`config.mk`:
```
export PLATFORM = sky130hd
export DESIGN_NAME = excess3_decoder
export DESIGN_NICKNAME = d
export VERILOG_FILES = /design/src/rtl/excess3_decoder.sv
export SDC_FILE = /design/constraint.sdc
export NUM_CORES = 1
export LEC_CHECK = 0
export ABC_CLOCK_PERIOD_IN_PS = 5990
export CAP_MARGIN = 30
export CORE_UTILIZATION = 50
export CTS_BUF_LIST = sky130_fd_sc_hd__clkbuf_2 sky130_fd_sc_hd__clkbuf_4 sky130_fd_sc_hd__clkbuf_8
export CTS_CLUSTER_DIAMETER = 40
export CTS_CLUSTER_SIZE = 20
export DETAILED_ROUTE_END_ITERATION = 10
export HOLD_SLACK_MARGIN = 0.08
export PLACE_DENSITY_LB_ADDON = 0.3
export SYNTH_ARGS = -nofsm -noshare
export SYNTH_HDL_FRONTEND = slang
export SYNTH_SLANG_ARGS = --single-unit
```
`constraint.sdc`:
```
create_clock -name i_clk -period 5.99 [get_ports i_clk]
set_clock_uncertainty 0.05 [all_clocks]
set_input_delay 0.599 -clock i_clk [delete_from_list [all_inputs] [get_ports i_clk]]
set_output_delay 0.599 -clock i_clk [all_outputs]
set_load 0.01 [all_outputs]
```
`src/rtl/excess3_decoder.sv`:
```
// excess3_decoder
//
// Accepts one two-digit Excess-3 code per valid/ready handshake and checks
// that each digit is legal (nibble in 3..12). Legal codes are converted back
// to packed BCD and to a 7-bit binary value; illegal codes produce zeros
// and raise o_out_err. The result is held on a valid/ready output port.
//
// Processing walks IDLE -> CHECK -> CONVERT -> HOLD -> IDLE. A code is only
// accepted in IDLE, so codes are at least four cycles apart. Any code offered
// while busy is dropped and sets the sticky overrun flag.
//
// Build option:
//   E3DEC_ERRCNT_EN  defined   -> o_err_count is a saturating counter of
//                                 illegal codes plus overrun cycles.
//                    undefined -> counter removed, o_err_count tied to 0.
//
// Ports:
//   i_clk        rising-edge clock
//   i_rst_n      asynchronous reset, active-low
//   i_in_code    Excess-3 code, [7:4] tens digit, [3:0] ones digit
//   i_in_valid   code strobe; transfers when i_in_valid & o_in_ready
//   o_in_ready   block can accept a code (IDLE only)
//   o_out_valid  result held valid
//   i_out_ready  consumer accepts result
//   o_bcd_out    packed BCD {tens, ones}
//   o_bin_out    binary value 0..99
//   o_out_err    current result came from an illegal code
//   o_overrun    sticky: a code was offered while busy
//   i_clr        synchronous clear of o_overrun and o_err_count
//   o_err_count  saturating error/overrun event counter (CNT_W bits)

module excess3_decoder #(
  parameter int CNT_W = 8
) (
  input  logic             i_clk,
  input  logic             i_rst_n,
  input  logic [7:0]       i_in_code,
  input  logic             i_in_valid,
  output logic             o_in_ready,
  output logic             o_out_valid,
  input  logic             i_out_ready,
  output logic [7:0]       o_bcd_out,
  output logic [6:0]       o_bin_out,
  output logic             o_out_err,
  output logic             o_overrun,
  input  logic             i_clr,
  output logic [CNT_W-1:0] o_err_count
);

  typedef enum logic [1:0] {
    S_IDLE    = 2'd0,
    S_CHECK   = 2'd1,
    S_CONVERT = 2'd2,
    S_HOLD    = 2'd3
  } state_t;

  state_t     r_state;
  logic [7:0] r_code;
  logic       r_err_q;
  logic       r_out_valid;
  logic [7:0] r_bcd;
  logic [6:0] r_bin;
  logic       r_out_err;
  logic       r_overrun;

  logic       w_in_ready;
  logic       w_tens_ok;
  logic       w_ones_ok;
  logic       w_code_err;
  logic [3:0] w_tens;
  logic [3:0] w_ones;
  logic [6:0] w_tens7;
  logic [6:0] w_ones7;
  logic [6:0] w_bin;
  logic       w_overrun_evt;

  // Ready is a pure function of state: no bypass from the output handshake.
  assign w_in_ready = (r_state == S_IDLE);

  // Digit legality of the latched code.
  assign w_tens_ok  = (r_code[7:4] >= 4'h3) && (r_code[7:4] <= 4'hC);
  assign w_ones_ok  = (r_code[3:0] >= 4'h3) && (r_code[3:0] <= 4'hC);
  assign w_code_err = ~w_tens_ok | ~w_ones_ok;

  // Digit values and tens*10 + ones using shifts; only used for legal codes,
  // where tens <= 9 keeps the result within 7 bits.
  assign w_tens  = r_code[7:4] - 4'd3;
  assign w_ones  = r_code[3:0] - 4'd3;
  assign w_tens7 = {3'b000, w_tens};
  assign w_ones7 = {3'b000, w_ones};
  assign w_bin   = (w_tens7 << 3) + (w_tens7 << 1) + w_ones7;

  // A code offered while busy is dropped and flagged.
  assign w_overrun_evt = i_in_valid & ~w_in_ready;

  // Main FSM with registered result outputs.
  always_ff @(posedge i_clk or negedge i_rst_n) begin
    if (!i_rst_n) begin
      r_state     <= S_IDLE;
      r_code      <= 8'h00;
      r_err_q     <= 1'b0;
      r_out_valid <= 1'b0;
      r_bcd       <= 8'h00;
      r_bin       <= 7'd0;
      r_out_err   <= 1'b0;
    end else begin
      case (r_state)
        S_IDLE: begin
          if (i_in_valid) begin
            r_code  <= i_in_code;
            r_state <= S_CHECK;
          end
        end
        S_CHECK: begin
          r_err_q <= w_code_err;
          r_state <= S_CONVERT;
        end
        S_CONVERT: begin
          if (r_err_q) begin
            r_bcd     <= 8'h00;
            r_bin     <= 7'd0;
            r_out_err <= 1'b1;
          end else begin
            r_bcd     <= {w_tens, w_ones};
            r_bin     <= w_bin;
            r_out_err <= 1'b0;
          end
          r_out_valid <= 1'b1;
          r_state     <= S_HOLD;
        end
        S_HOLD: begin
          // Result registers keep their values after the handshake; only
          // the valid flag drops.
          if (i_out_ready) begin
            r_out_valid <= 1'b0;
            r_state     <= S_IDLE;
          end
        end
        default: begin
          r_state <= S_IDLE;
        end
      endcase
    end
  end

  // Sticky overrun flag; clear wins over a same-cycle set.
  always_ff @(posedge i_clk or negedge i_rst_n) begin
    if (!i_rst_n) begin
      r_overrun <= 1'b0;
    end else if (i_clr) begin
      r_overrun <= 1'b0;
    end else if (w_overrun_evt) begin
      r_overrun <= 1'b1;
    end
  end

`ifdef E3DEC_ERRCNT_EN
  logic [CNT_W-1:0] r_err_count;
  logic             w_check_err_evt;
  logic [1:0]       w_inc;
  logic [CNT_W:0]   w_sum;

  // Illegal-code event lands on the CHECK -> CONVERT edge; it may coincide
  // with an overrun event, in which case both count.
  assign w_check_err_evt = (r_state == S_CHECK) & w_code_err;
  assign w_inc = {1'b0, w_check_err_evt} + {1'b0, w_overrun_evt};
  assign w_sum = {1'b0, r_err_count} + (CNT_W+1)'(w_inc);

  always_ff @(posedge i_clk or negedge i_rst_n) begin
    if (!i_rst_n) begin
      r_err_count <= '0;
    end else if (i_clr) begin
      r_err_count <= '0;
    end else if (w_sum[CNT_W]) begin
      r_err_count <= {CNT_W{1'b1}};
    end else begin
      r_err_count <= w_sum[CNT_W-1:0];
    end
  end

  assign o_err_count = r_err_count;
`else
  assign o_err_count = '0;
`endif

  assign o_in_ready  = w_in_ready;
  assign o_out_valid = r_out_valid;
  assign o_bcd_out   = r_bcd;
  assign o_bin_out   = r_bin;
  assign o_out_err   = r_out_err;
  assign o_overrun   = r_overrun;

endmodule

```
After elaboration in Yosys (flattened, before gate mapping)
Index checks and enable logic that the tools add are counted.
Storage, ports and cells
  memory bits (writable): 0
  register bits: 29
  latch bits: 0
  bits of input ports: 13
  memory bits (read-only): 0
  output and inout bits: 27
  logic and storage cells: 44
  memories kept: 0
Cells by class
  bitwise logic cells: 5
  shifts and indexed selects: 0
  multipliers: 0
  mux-type cells: 10
  $lt $le $gt $ge: 4
  $add $sub $neg: 4
  eq/ne operators: 5
  reduce and logical (&&, ||, !) cells: 8
  div/mod/pow operators: 0
Operators by type and width (count)
  >= comparator 4 x 2 -> 1 bit (second input constant): 2
  less-or-equal comparator 4 bit (second input constant): 2
  2-to-1 mux 8 bit: 1
  one-hot mux 2 bit (4 select lines): 1
  subtractor 4 x 2 -> 4 bit (second input constant): 2
  adder 7 x 4 -> 7 bit: 1
  adder 7 x 5 -> 7 bit: 1
  2-to-1 mux 7 bit: 1
  AND reduction 2 bit: 3
  equality test 2 bit (second input constant): 2
  2-to-1 mux 1 bit: 4
  2-to-1 mux 2 bit: 2
  inequality test 2 bit (second input constant): 2
  nonzero test 2 bit: 2
  NOT 1 bit: 3
  equality test 2 x 1 -> 1 bit (second input constant): 1
  logical AND 1 bit: 2
  zero test 2 bit: 1
  one-hot mux 1 bit (2 select lines): 1
  AND 1 bit: 1
  bitwise OR 1 bit: 1

Longest topological paths before layout
Gate-level depths: netlist of run 1.
  word-level depth: 5
  mapped depth: 9

Worst setup path after synthesis of run 1
No wires, ideal clock.
  path kind: register to register
  start point: register r_code[4]
  end point: register r_bin[6], in the netlist o_bin_out[6]
  path slack: 3.378 ns
  data required time: 5.810 ns
  clock period less this slack: 2.612 ns
  library setup time: 0.130 ns
  arrival: 2.432 ns
  stages on the path, launching flop included: 9
  cells stage by stage: dfrtp_1 > ha_1 > xnor2_1 > fa_1 > fa_1 > a21o_1 > a21oi_1 > xnor2_1 > o22ai_2
On the way
  longest elaborated chain between the ends: 4
Ends and longest elaborated chain
  from (decl): RTL line 58  | logic [7:0] r_code;
  from (signal assigned): RTL line 110  | r_code <= i_in_code;
  subtractor 4 x 2 -> 4 bit: RTL line 87  | assign w_tens = r_code[7:4] - 4'd3;
  adder 7 x 5 -> 7 bit: RTL line 91  | assign w_bin = (w_tens7 << 3) + (w_tens7 << 1) + w_ones7;
  adder 7 x 4 -> 7 bit: RTL line 91
  2-to-1 mux 7 bit: RTL line 119  | if (r_err_q) begin
  to (signal assigned): RTL line 125  | r_bin <= w_bin;
  to (decl): RTL line 62  | logic [6:0] r_bin;
No other way between the ends.
A chain may end at the register's enable or synchronous reset.

Worst setup path after layout of run 1
Same ends and word-level chain as after synthesis.

==> summary.txt, run 1 <==
Synth
  • Async set or reset register ratio after synthesis: 100.0%
  • YS warnings: 0
  • Register area share after synthesis: 45.49%
  • Synthesized flop and latch total: 28
  • Post-synth top cells: 28 x dfrtp_1, 25 x inv_1, 15 x ha_1
  • Post-synth EDFFs: 0
  • Count leader, synth: dfrtp_1
  • Mapped cell area: 1540 µm²
  • Mean Syn Cell Area: 10.55 µm²
  • Area leader, netlist: dfrtp_1
  • Largest cells by area after synthesis: dfrtp_1 45%, ha_1 12%, mux2_2 7.3%, inv_1 6.1%, buf_4 4.4%
  • Post-synth cell types: 25
  • Yosys top cell area share: 45.49%
  • Post-synthesis cell count: 146
  • Dominant synthesized flop cell: dfrtp_1

Cells and area
  • Layout cells sized above 1: 10.23%
  • Reg area: 700.7 µm²
  • # fillers: 224
  • Layout area overhead: 20.96%
  • Non-filler cells, final: 207
  • Final #Nets: 208
  • # diodes: 0
  • Multi-input logic area: 689.4 µm²

Placement
  • Placed Cells incl. Taps: 204
  • PortBufs: 31
  • Gpl congestion: 0.7869
  • Post-DP HPWL: 1.918 mm

Worst setup path
  • Max FO, Critical Path: 5
  • Worst Path Arrival: 2930 ps
  • Crit path launch type: register
  • R2R Path Start: r_code[4]
  • CP endpoint kind: register
  • Crit path from: r_code[4]
  • Req. time, crit path: 6150 ps
  • Kind of critical path: reg -> reg
  • Reg2reg setup slack: 3210 ps

Global route
  • First-pass GRT wire length: 4.257 mm
  • Remaining Overflow, GRT: 0
  • Initial antenna violation count: 0
  • Global-route usage over all layers: 16.72%
  • Largest net degree at the start of global routing: 29
  • Vias in the first global route: 1026

Detailed routing
  • Routed WL: 2.495 mm
  • Residual DRC count: 4
  • Antenna violation net count after detailed routing: 0
  • Vias after detailed routing: 1028
  • First drt pass iteration count: 7
  • Avg Vias per Cell: 4.966
  • DRT iter0 DRCs: 23
  • Wirelength per Cell: 12.05 µm

Clocking
  • Clock Latency Late Sink: 330 ps
  • Level count of the clock H-tree: 1
  • Root Driver: clkbuf_4
  • Clock slew at reported path FFs: 140 ps
  • Hold buffer count at cts: 0
  • CTS Buffer Depth: 2
  • CTS tree: done
  • Clock buffer count from CTS: 3
  • Setup Fix Bufs, Post-CTS: 0
  • CTS resizes: 0
  • Clk sinks: 28

STA
  • Fin crit period: 2777 ps
  • Endpoints failing hold: 0
  • Finish-stage setup viols: 0
  • RSZ-0062 raised after global routing: false
  • Tightest Pin Transition: 608.9 ps
  • Hold_ws: 473.0 ps
  • Final worst-path cycle share: 46.36%
  • Slew Limit Fails: 0
  • Setup tns final: 0 ps
  • Slew HR: 59.41%
  • Fmax: 360.1 MHz

Pwr
  • Worst VDD drop: 0.0003224 V
  • PD cells: 624.8 nW/µm²
  • LEAKAGE: 0.0008749 µW

Floorplanning
  • Die Ht: 57.50 µm
  • Initial Util: 54.44%
  • Die ar.: 3306 µm²
  • Chip width: 57.50 µm
  • Row cnt: 19
  • Io pins: 40
  • Core area: 2829 µm²

Job
  • Maxcap violations: 0

Min path
  • HP Class: reg -> reg
  • Hold Startpoint: o_overrun

Outcome
  • Violated checks: DRC
  • Run status: finished, violations left
==> cell families (layout without fill, tap and decap cells) <==
logic type | after synthesis | after routing | synth area share [%]
AOI/OAI and AO/OA | 27 | 27 | 10.80
buffers and inverters | 37 | 60 | 11.45
and+or+nand+nor | 19 | 19 | 5.443
muxes | 10 | 10 | 7.311
adders and majority gates | 17 | 17 | 14.78
DFF | 28 | 28 | 45.49
other | 1 | 8 | 0.2435
xor gates and xnor gates | 7 | 7 | 4.468
==> registers in the layout (all words and copies together) (netlist names) <==
name         count
o_out_err        1
o_bin_out        6
o_bcd_out        8
r_state          2
o_overrun        1
r_err_q          1
o_out_valid      1
r_code           8
==> metrics by stage <==
stage | instance area [µm²] | worst slack, ps | total power (µW) | utilization, %
CTS | 1863 | 3187 | 1175 | 65.86
global route | 1863 | 2960 | 1289 | 65.86
detailed placement | 1841 | 3210 | 1096 | 65.06
global placement | 1841 | 3289 | 1064 | 65.06
floorplan | 1567 | 3378 | 899.8 | -
finish | 1863 | 3213 | 1164 | 65.86
==> cell type report <==
class | instances | area share [%]
inverters | 25 | 5.037
repair buffers | 32 | 17.06
multi-input cells | 88 | 37.00
clock buffers | 3 | 1.209
flip-flops and latches | 28 | 37.61
well taps | 31 | 2.082
==> placed cells by master, fill, tap and decap left out <==
master and n:
nor2_1 4, xor2_1 2, o22ai_1 5, a21o_1 2, xnor2_1 4, o32a_1 1
o22ai_2 1, buf_4 1, fa_1 2, a21oi_2 1, ha_1 15, inv_1 25
o21ai_0 9, xnor2_2 1, nor3_1 2, a21oi_1 5, clkdlybuf4s50_1 31, dfrtp_1 28
a31oi_1 3, mux2_2 10, nand2_2 1, nor2b_1 2, clkbuf_4 3, nand2_1 9
nand2b_1 1, conb_1 8
==> critical path, cell delays in order (launching register included) <==
cell and delay (ps):
dfrtp_1 460, ha_1 250, xnor2_1 320, fa_1 520, fa_1 470, a21o_1 190
a21oi_1 160, xnor2_1 150, o22ai_2 80
==> final timing paths <==
kind                                 to  cells past startpoint
max in group asynchronous   o_out_valid                      2
max reg2reg                o_bin_out[6]                      8
min in group asynchronous  o_bin_out[3]                      2
max                        o_bin_out[6]                      8
min                           o_overrun                      2
min reg2reg                   o_overrun                      2
==> routing by layer <==
metal,vias up,wire [µm],GRT usage [%]
met5,-,0,0
li1,516,-,-
met4,0,64,8.362
met2,35,1146,28.90
met1,470,1180,20.56
met3,7,103,2.041
==> power breakdown <==
group / internal, µW / switching, µW
clock network: 23.7 / 53.6
logic: 392 / 361
registers: 265 / 69.1
Note: power is estimated with default switching activity, not from simulation.
==> run 2: changes to the inputs <==
--- a/config.mk
+++ b/config.mk
@@ -5,7 +5,7 @@
 export SDC_FILE = /design/constraint.sdc
 export NUM_CORES = 1
 export LEC_CHECK = 0
-export ABC_CLOCK_PERIOD_IN_PS = 5990
+export ABC_CLOCK_PERIOD_IN_PS = 2700
 export CAP_MARGIN = 30
 export CORE_UTILIZATION = 50
 export CTS_BUF_LIST = sky130_fd_sc_hd__clkbuf_2 sky130_fd_sc_hd__clkbuf_4 sky130_fd_sc_hd__clkbuf_8
==> constraint.sdc (replaced) <==
create_clock -name i_clk -period 2.7 [get_ports i_clk]
set_clock_uncertainty 0.05 [all_clocks]
set_input_delay 0.27 -clock i_clk [delete_from_list [all_inputs] [get_ports i_clk]]
set_output_delay 0.27 -clock i_clk [all_outputs]
set_load 0.01 [all_outputs]
==> run 2 against run 1 <==
Net effect:
- combinational power grew to 2.7 times the previous value
- worst setup slack lost 3100 ps
- first-iteration DRC count rose by 65%
- clock-buffer cell count grew 1
- total power grew to 2.6 times the previous value
- fmax is 7.2% higher
- highest routed layer unchanged
- critical path depth stayed put
- critical path type unchanged
- the run still ends with DRC left
- clock power rose to 2.7 times the previous value
- register-to-register slack lost 3100 ps
- sequential power up 120%
==> summary.txt, run 2 (synthesis gave the netlist of run 1 again) <==
Outcome
  • Run status: finished, violations left
  • Violated checks: DRC

Floorplanning
  • Core area: 2829 µm² (unchanged)
  • Die ar.: 3306 µm² (unchanged)
  • Io pins: 40 (unchanged)
  • Initial Util: 54.44% (unchanged)
  • Chip width: 57.50 µm (unchanged)
  • Die Ht: 57.50 µm (unchanged)
  • Row cnt: 19 (unchanged)

STA
  • Fmax: 385.9 MHz (+7.2%)
  • Final worst-path cycle share: 95.98% (+50 points)
  • RSZ-0062 raised after global routing: false
  • Slew HR: 58.29% (-1.1 points)
  • Hold_ws: 232.4 ps (-240.6 ps)
  • Slew Limit Fails: 0 (unchanged)
  • Finish-stage setup viols: 0 (unchanged)
  • Tightest Pin Transition: 625.7 ps (+16.77 ps)
  • Final worst-path setup slack: 108.4 ps (-3104 ps)
  • Fin crit period: 2592 ps (-185.5 ps)
  • Endpoints failing hold: 0 (unchanged)

Worst setup path
  • Reg2reg end: o_bin_out[6]
  • R2R Path Start: r_code[5]
  • Delay of the slowest critical-path stage: 560 ps (+40 ps)
  • CP max-delay cell: fa_1
  • Cell Chain, Critical Path: ha_1 > xnor2_2 > fa_1 > fa_2 > a21o_1 > a21oi_2 > xnor2_2 > o22ai_2
  • CP endpoint kind: register
  • Crit path launch type: register
  • Reg2reg setup slack: 110 ps (-3100 ps)
  • Worst Path Arrival: 2760 ps (-170 ps)
  • Req. time, crit path: 2870 ps (-3280 ps)
  • Kind of critical path: reg -> reg
  • Max FO, Critical Path: 4 (-1)
  • Reg2Reg Depth: 8 (unchanged)
  • Most frequent CP cell: xnor2_2

Clocking
  • Clock slew at reported path FFs: 150 ps (about the same)
  • Root Driver: clkbuf_4
  • Clock buffer count from CTS: 3 (unchanged)
  • Level count of the clock H-tree: 1 (unchanged)
  • Clk sinks: 28 (unchanged)
  • CTS tree: done
  • CTS Buffer Depth: 2 (unchanged)
  • Clock Latency Late Sink: 340 ps (about the same)

Pwr
  • PD cells: 1519 nW/µm² (+140%)
  • LEAKAGE: 0.0009253 µW (+5.8%)
  • Worst VDD drop: 0.0007917 V (+150%)

Placement
  • Setup WS pre-CTS: -82.62 ps (-3292 ps)
  • Gpl congestion: 0.7601 (-3.4%)
  • Post-DP HPWL: 2.150 mm (+12%)
  • PortBufs: 31 (unchanged)

Cells and area
  • Commonest non-fill, non-tap cell in the layout: clkdlybuf4s50_1
  • Multi-input logic area: 721.9 µm² (+4.7%)
  • Reg area: 701.9 µm² (+0.18%)
  • Commonest cells after routing, fill and taps aside: 31 x clkdlybuf4s50_1, 27 x dfrtp_1, 25 x inv_1
  • Final #Nets: 214 (+2.9%)
  • Layout area overhead: 26.97%
  • # diodes: 0 (unchanged)
  • Layout cells sized above 1: 17.49% (+7.3 points)
  • # fillers: 234 (+4.5%)

Detailed routing
  • Residual DRC count: 4 (unchanged)
  • Routed WL: 2.823 mm (+13%)
  • Met3 WL: 114 µm (+11%)
  • DRT iter0 DRCs: 38 (+65%)
  • First drt pass iteration count: 7 (unchanged)
  • Highest metal used: met4
  • WL met2: 1.462 mm (+28%)
  • Avg Vias per Cell: 5.056 (+1.8%)
  • Vias after detailed routing: 1082 (+5.3%)
  • Wl on met1: 1.203 mm (+1.9%)
  • Antenna violation net count after detailed routing: 0 (unchanged)
  • Wirelength per Cell: 13.19 µm (+9.4%)

Global route
  • First-pass GRT wire length: 4.864 mm (+14%)
  • Initial antenna violation count: 0 (unchanged)
  • Remaining Overflow, GRT: 0 (unchanged)
  • Global-route usage over all layers: 19.13% (+2.4 points)
  • Vias in the first global route: 1089 (+6.1%)
  • Largest net degree at the start of global routing: 29 (unchanged)

Min path
  • HP Class: in -> async

Job
  • Maxcap violations: 0 (unchanged)
-- run 2: what timing repair did --
action / 4_1_cts / 5_1_grt
resized for setup: 2 / 5
hold buffers: 0 / 0
pin swaps: 2 / 3
endpoints found under the setup margin: 1 / 1
hold endpoints to repair: 0 / 0
setup buffers: 3 / 1
-- run 2: worst max path at each step --
stage	from	to	slack, ps	cells after the start
after detailed placement	r_code[5]	o_bin_out[6]	-80	8
after CTS	r_code[4]	o_bin_out[6]	60	8
after floorplan	r_code[4]	o_bin_out[6]	90	8
after global routing	r_code[1]	o_bin_out[6]	1	8
final	r_code[5]	o_bin_out[6]	110	8
after global placement	r_code[5]	o_bin_out[6]	100	8
-- run 2: where the power goes --
group	total (µW)	leakage, µW	switching (µW)	internal [µW]
Clock	209	0.0000210	126	82.8
Sequential	737	0.000348	147	589
Combinational	2030	0.000556	973	1050
Total	2970	0.000925	1250	1720
-- run 2: metal layers --
layer	global-route usage, %	vias up
met5	0	-
li1	-	530
met2	33.39	35
met1	23.78	512
met4	7.666	0
met3	2.721	5
-- run 2: critical path, delay by kind of cell, from the launching register on --
family	cells	cell delay (ps)
compound gates	3	450
xor+xnor	2	290
fa+ha+maj	3	1220
flops	1	440
-- run 2: area by class of cell --
class	count	area share, %
multi-input combinational	88	36.92
sequential	28	35.89
timing repair buffer	38	18.55
inverter	25	4.798
tap	31	1.983
clock buffer	4	1.855
-- run 2: metrics by stage --
| stage | instance area [µm²] | TNS [ps] | cells | power (µW) | utilization [%] |
|---|---|---|---|---|---|
| floorplan | 1567 | 0 | 153 | 1996 | - |
| global placement | 1856 | 0 | 206 | 2394 | 65.59 |
| detailed placement | 1856 | -82.62 | 206 | 2535 | 65.59 |
| CTS | 1924 | 0 | 213 | 2844 | 68.02 |
| global route | 1956 | 0 | 214 | 3243 | 69.13 |
| finish | 1956 | 0 | 214 | 2971 | 69.13 |
